File: config.mk
export PLATFORM = sky130hd
export DESIGN_NAME = fetch_ctrl_flat
export DESIGN_NICKNAME = d
export VERILOG_FILES = /design/src/rtl/fetch_ctrl_if.sv /design/src/rtl/fetch_ctrl.sv /design/src/flat_wrapper.sv
export SDC_FILE = /design/constraint.sdc
export NUM_CORES = 1
export LEC_CHECK = 0
export CORE_MARGIN = 1.5
export CORE_UTILIZATION = 33
export CTS_CLUSTER_SIZE = 8
export DETAILED_ROUTE_END_ITERATION = 8
export PLACE_DENSITY_LB_ADDON = 0.15
export SKIP_LAST_GASP = 1
export SYNTH_ARGS = -nofsm -noshare
export SYNTH_HDL_FRONTEND = slang
export SYNTH_SLANG_ARGS = --single-unit
File: constraint.sdc
create_clock -name clk -period 1.9 [get_ports clk]
set_input_delay 0.38 -clock clk [delete_from_list [all_inputs] [get_ports clk]]
set_output_delay 0.38 -clock clk [all_outputs]
set_load 0.05 [all_outputs]
File: src/rtl/fetch_ctrl_if.sv
// Instruction-memory request/response bundle between the fetch controller and imem.
interface fetch_ctrl_if #(
    parameter int unsigned ADDR_W = 32
) ();
    logic              imem_req;
    logic [ADDR_W-1:0] imem_addr;
    logic              imem_ready;

    modport master (output imem_req, output imem_addr, input imem_ready);
    modport slave  (input imem_req, input imem_addr, output imem_ready);
endinterface

File: src/rtl/fetch_ctrl.sv
// Fetch-stage sequencer: owns the PC, drives the imem handshake and the IF/ID
// write-enable/flush, applying redirects and stalls with fixed priority.
module fetch_ctrl #(
    parameter int unsigned       ADDR_W   = 32,
    parameter logic [ADDR_W-1:0] RESET_PC = '0,
    parameter int unsigned       MAX_WAIT = 15,
    parameter int unsigned       CNT_W    = 16
) (
    input  logic              clk,
    input  logic              rst_n,
    input  logic              ex_mem_pcsrc,
    input  logic [ADDR_W-1:0] ex_mem_npc,
    input  logic              id_stall,
    fetch_ctrl_if.master      imem,
    output logic [ADDR_W-1:0] pc,
    output logic [ADDR_W-1:0] npc,
    output logic              if_id_we,
    output logic              if_id_flush,
    output logic              misalign,
    output logic              timeout_err,
    output logic [CNT_W-1:0]  fetch_cnt
);

    localparam int unsigned WAIT_W = 8;

    typedef enum logic [2:0] {
        S_BOOT,
        S_FETCH,
        S_WAIT,
        S_CANCEL,
        S_ERROR
    } state_t;

    state_t              state, state_nxt;
    logic [WAIT_W-1:0]   wait_cnt, wait_nxt;
    logic [ADDR_W-1:0]   pc_nxt;
    logic [CNT_W-1:0]    cnt_nxt;
    logic                timeout_nxt;
    logic                req;
    logic                redirect;
    logic                accept;

    assign npc            = pc + ADDR_W'(4);
    assign imem.imem_addr = pc;
    assign imem.imem_req  = req;

    // State register and architectural state
    always_ff @(posedge clk or negedge rst_n) begin
        if (!rst_n) begin
            state       <= S_BOOT;
            pc          <= RESET_PC;
            wait_cnt    <= '0;
            fetch_cnt   <= '0;
            timeout_err <= 1'b0;
        end else begin
            state       <= state_nxt;
            pc          <= pc_nxt;
            wait_cnt    <= wait_nxt;
            fetch_cnt   <= cnt_nxt;
            timeout_err <= timeout_nxt;
        end
    end

    // Next-state and handshake outputs; redirect overrides everything below it
    always_comb begin
        state_nxt   = state;
        wait_nxt    = wait_cnt;
        pc_nxt      = pc;
        cnt_nxt     = fetch_cnt;
        timeout_nxt = timeout_err;
        req         = 1'b0;
        if_id_we    = 1'b0;
        if_id_flush = 1'b0;
        misalign    = 1'b0;
        redirect    = 1'b0;
        accept      = 1'b0;

        case (state)
            S_BOOT: state_nxt = S_FETCH;
            S_FETCH: begin
                req = 1'b1;
                if (!imem.imem_ready) begin
                    state_nxt = S_WAIT;
                    wait_nxt  = WAIT_W'(1);
                end
            end
            S_WAIT: begin
                req = 1'b1;
                if (imem.imem_ready) begin
                    state_nxt = S_FETCH;
                    wait_nxt  = '0;
                end else if (wait_cnt == WAIT_W'(MAX_WAIT)) begin
                    state_nxt   = S_ERROR;
                    timeout_nxt = 1'b1;
                end else begin
                    wait_nxt = wait_cnt + WAIT_W'(1);
                end
            end
            S_CANCEL: state_nxt = S_FETCH;
            S_ERROR:  if_id_flush = rst_n;
            default:  state_nxt = S_BOOT;
        endcase

        accept = rst_n & req & imem.imem_ready & ~id_stall & ~ex_mem_pcsrc;
        if (accept) begin
            if_id_we = 1'b1;
            pc_nxt   = npc;
            cnt_nxt  = fetch_cnt + CNT_W'(1);
        end

        redirect = rst_n & ex_mem_pcsrc & (state != S_ERROR);
        if (redirect) begin
            if_id_flush = 1'b1;
            if_id_we    = 1'b0;
            misalign    = |ex_mem_npc[1:0];
            pc_nxt      = {ex_mem_npc[ADDR_W-1:2], 2'b00};
            wait_nxt    = '0;
            // An abandoned in-flight request needs one idle cycle before refetch
            state_nxt   = (state == S_WAIT || state == S_CANCEL) ? S_CANCEL : S_FETCH;
        end

        if (!rst_n) begin
            req = 1'b0;
        end
    end

endmodule

File: src/flat_wrapper.sv
// flat-port wrapper written by rule: the top's interface ports become plain ports
module fetch_ctrl_flat 
#(
    parameter int unsigned       ADDR_W   = 32,
    parameter logic [ADDR_W-1:0] RESET_PC = '0,
    parameter int unsigned       MAX_WAIT = 15,
    parameter int unsigned       CNT_W    = 16
)
  (clk, rst_n, ex_mem_pcsrc, ex_mem_npc, id_stall, pc, npc, if_id_we, if_id_flush, misalign, timeout_err, fetch_cnt, imem_imem_req, imem_imem_addr, imem_imem_ready);
  fetch_ctrl_if #(.ADDR_W(ADDR_W)) imem_i ();
  input  logic clk;
  input  logic rst_n;
  input  logic ex_mem_pcsrc;
  input  logic [ADDR_W-1:0] ex_mem_npc;
  input  logic id_stall;
  output logic [ADDR_W-1:0] pc;
  output logic [ADDR_W-1:0] npc;
  output logic if_id_we;
  output logic if_id_flush;
  output logic misalign;
  output logic timeout_err;
  output logic [CNT_W-1:0] fetch_cnt;
  output wire logic [$bits(imem_i.imem_req)-1:0] imem_imem_req;
  output wire logic [$bits(imem_i.imem_addr)-1:0] imem_imem_addr;
  input wire logic [$bits(imem_i.imem_ready)-1:0] imem_imem_ready;
  assign imem_imem_req = imem_i.imem_req;
  assign imem_imem_addr = imem_i.imem_addr;
  assign imem_i.imem_ready = imem_imem_ready;
  fetch_ctrl #(.ADDR_W(ADDR_W), .RESET_PC(RESET_PC), .MAX_WAIT(MAX_WAIT), .CNT_W(CNT_W)) u_core (.clk(clk), .rst_n(rst_n), .ex_mem_pcsrc(ex_mem_pcsrc), .ex_mem_npc(ex_mem_npc), .id_stall(id_stall), .imem(imem_i), .pc(pc), .npc(npc), .if_id_we(if_id_we), .if_id_flush(if_id_flush), .misalign(misalign), .timeout_err(timeout_err), .fetch_cnt(fetch_cnt));
endmodule
==> qor.txt <==
Critical Path Sink Type = output pin
maximum operating frequency = 421.7 MHz
final hold vios = 0
Residual DRC = 0
Clock Skew = 6.031 ps
RSZ-0062 raised after global routing = true
violations in the final reports = negative setup slack
antenna violations before repair = 0
worst reg2reg path endpoint = u_core.imem.imem_addr[26]$_DFFE_PN0P_
Die Outline Area = 12320 µm²
cell count of the worst reg-to-reg path = 10
fraction of final layout cells with drive strength greater than 1 = 55.70%
routed vias/inst = 5.232
via count of the first global-routing pass = 4413
Worst Setup Path Type = register to output pin
async set or reset register ratio after synthesis = 100.0%
total clock buffers created by CTS = 9
pre-CTS setup slack = -685.6 ps
Filler cells = 823
final hold slack = 108.6 ps
TritonCTS clock tree = yes
Final Instance Area = 7836 µm²
final worst slack = -471.6 ps
highest-count cells in the layout ignoring fill and taps = 181 x buf_4, 54 x nand2_1, 38 x buf_12
I/O pin count = 154
cell chain of the critical path = ha_4 > nand2_4 > nor4_4 > buf_6 > nand4_1 > buf_6 > xnor2_4 > buf_12
most frequently used flop master after synthesis = dfrtp_1
number of clock sinks = 58
pin count of the biggest net entering global routing = 51
post-synthesis cell type count = 57
sequential share of the synthesized area = 37.70%
reg-to-reg startpoint = u_core.imem.imem_addr[3]$_DFFE_PN0P_
cell class contributing the biggest share of worst-path delay = buffers and inverters
buffer and inverter count on the worst path = 3
overall via count from detail_route = 4374
All-Layer GR Usage = 22.37%
post-synthesis sequential element count = 58
worst-case vdd ir drop = 0.3785 mV
number of pins exceeding their max-slew limit in the final report = 0
worst-case register-to-register setup slack = -180 ps
post-layout total power = 4154 µW
Leakage = 0.003631 µW
Critical Path Source Type = register
Pwr Density = 530.1 nW/µm²
Wirelength per Cell = 16.92 µm
count of input and output buffers = 147
leading cell type in the layout, fill and taps excluded = buf_4
area of placed instances = 6676 µm²
Routability Congestion = 0.8618
wire length reported by the detailed router = 14.15 mm
die height = 111.0 µm
HPWL Detailed = 9.675 mm
reported max-cap violation count = 0
die span in x = 111.0 µm
Syn Std Cell Area = 3850 µm²
clock latency on the worst-skew pair = 320 ps
yosys synthesis warning count = 0
Tightest Hold Check Type = input pin to asynchronous set/reset pin
cell count after synthesis = 438
Final nets = 728
slew of the pin with the lowest slew margin = 685.8 ps
final setup vio count = 30
number of H-tree levels = 3
average footprint of a synthesized cell = 8.790 µm²
total congestion overflow after global routing = 0
worst max-slew margin expressed relative to the limit = 54.28%
Clock Path Buffers = 2
Tcrit/Tclk final = 124.8%
Crit path top cell by count = buf_6
clock slew seen by the registers of the worst setup and hold paths = 60 ps
number of enable flip-flop cells after synthesis = 0
CTS Root Cell = clkbuf_16
Core ar. = 11420 µm²
starting DRC count in detailed routing = 310
Final ANT Viol Nets = 0
number of core rows = 39
Final Critical Period = 2372 ps
Req. time, crit path = 1520 ps
area grow syn2layout = 103.5%
Worst path max stage delay = 410 ps
effective utilization at floorplan = 33.72%
slowest stage cell on the critical path = dfrtp_2
global-route wire length before repair = 22.29 mm
peak fanout along the critical path = 6
ANT cells = 0
setup TNS = -9027 ps
number of detailed-route iterations in the first pass = 5
result of the run = complete, but fails checks
Critical Path AT = 1990 ps
## synthesized netlist by cell type, types with 2 or more instances
| library cell | count | area share, % |
|---|---|---|
| nor3_2 | 2 | 0.52 |
| nor3_1 | 6 | 0.78 |
| nand2b_1 | 5 | 0.81 |
| a21o_1 | 6 | 1.2 |
| dfrtp_1 | 58 | 38 |
| o211ai_1 | 6 | 1.2 |
| nor4_1 | 5 | 0.81 |
| nor2b_1 | 2 | 0.32 |
| ha_1 | 3 | 0.98 |
| xnor2_1 | 30 | 6.8 |
| a221o_1 | 2 | 0.52 |
| or3_1 | 9 | 1.5 |
| and3_1 | 10 | 1.6 |
| a22oi_1 | 2 | 0.39 |
| buf_4 | 37 | 7.2 |
| nand3b_1 | 2 | 0.39 |
| nand3_2 | 2 | 0.52 |
| a21oi_1 | 11 | 1.4 |
| a22o_1 | 6 | 1.4 |
| a211oi_1 | 2 | 0.39 |
| o21a_1 | 2 | 0.39 |
| o21bai_1 | 2 | 0.39 |
| o21ai_0 | 17 | 2.2 |
| nor2_1 | 27 | 2.6 |
| nand4_1 | 19 | 3.1 |
| o311ai_0 | 3 | 0.68 |
| mux2i_1 | 3 | 0.78 |
| and4_1 | 3 | 0.68 |
| nand3_1 | 25 | 3.2 |
| nor3b_1 | 2 | 0.39 |
| or4_1 | 2 | 0.39 |
| nand2_1 | 60 | 5.8 |
| buf_2 | 5 | 0.65 |
| inv_1 | 4 | 0.39 |
| and2_1 | 4 | 0.65 |
| a41oi_1 | 3 | 0.68 |
| xor2_1 | 17 | 3.9 |
| o31a_1 | 3 | 0.68 |
| o2bb2ai_1 | 2 | 0.46 |
| clkbuf_1 | 12 | 1.2 |
## sequential cells by signal, indices dropped and copies added (netlist names)
signal	count
u_core.fetch_cnt	16
u_core.wait_cnt	8
u_core.imem.imem_addr	30
u_core.timeout_err	1
u_core.state	3
## worst min-delay path: cells and delay by family
family                 cells  cell delay [ps]
buffers and inverters      3              390
## report_power, final
part           internal [µW]  total, µW  leakage, µW  switching, µW
combinational            433       1090      0.00274            656
clock                   1140       1760     0.000151            615
sequential              1270       1310     0.000738           31.0
## how the worst max path moves through the flow
stage / from / end / depth (start not counted)
CTS: u_core.imem.imem_addr[2]$_DFFE_PN0P_ / npc[28] / 8
detailed placement: imem_imem_ready / u_core.imem.imem_addr[20]$_DFFE_PN0P_ / 7
floorplan: u_core.imem.imem_addr[16]$_DFFE_PN0P_ / npc[31] / 6
global placement: imem_imem_ready / u_core.imem.imem_addr[10]$_DFFE_PN0P_ / 8
finish: u_core.imem.imem_addr[3]$_DFFE_PN0P_ / npc[28] / 8
global route: u_core.imem.imem_addr[3]$_DFFE_PN0P_ / npc[26] / 8
## kinds of logic after synthesis
family / count (synthesis) / synth area share (%)
AOI/OAI and AO/OA: 75 / 13.75
and+or+nand+nor: 191 / 26.23
buffers and inverters: 60 / 9.782
xor gates and xnor gates: 47 / 10.69
muxes: 3 / 0.7800
other: 1 / 0.09740
adders and majority gates: 3 / 0.9751
DFF: 58 / 37.70
## cell type report
class	count	area, µm²	area share [%]
repair buffers	289	2883	36.79
multi-input cells	325	2938	37.49
well taps	143	178.9	2.283
flip-flops and latches	58	1486	18.97
clock inverters	7	93.84	1.198
inverters	5	31.28	0.3992
clock buffers	9	225.2	2.874
## per-layer routing
layer | vias to the layer above | GRT usage [%] | part of all wire [%]
li1 | 2035 | - | -
met1 | 2151 | 28.96 | 42
met2 | 169 | 38.11 | 50
met3 | 19 | 4.757 | 6.6
met4 | 0 | 5.907 | 1.5
met5 | - | 0 | 0
## per-stage QoR
stage / utilization [%] / cells
final: 68.63 / 836
after floorplan: - / 443
after CTS: 65.99 / 819
after global placement: 58.47 / 775
after global routing: 68.63 / 836
after detailed placement: 58.47 / 775
## repair_timing
action,CTS,global route
resized for setup,68,47
pin swaps,33,29
endpoints found under the setup margin,71,72
hold endpoints to repair,1,0
setup buffers,26,22
cloned,1,1
hold buffers,1,0
Power figures use the tool's default switching activity.
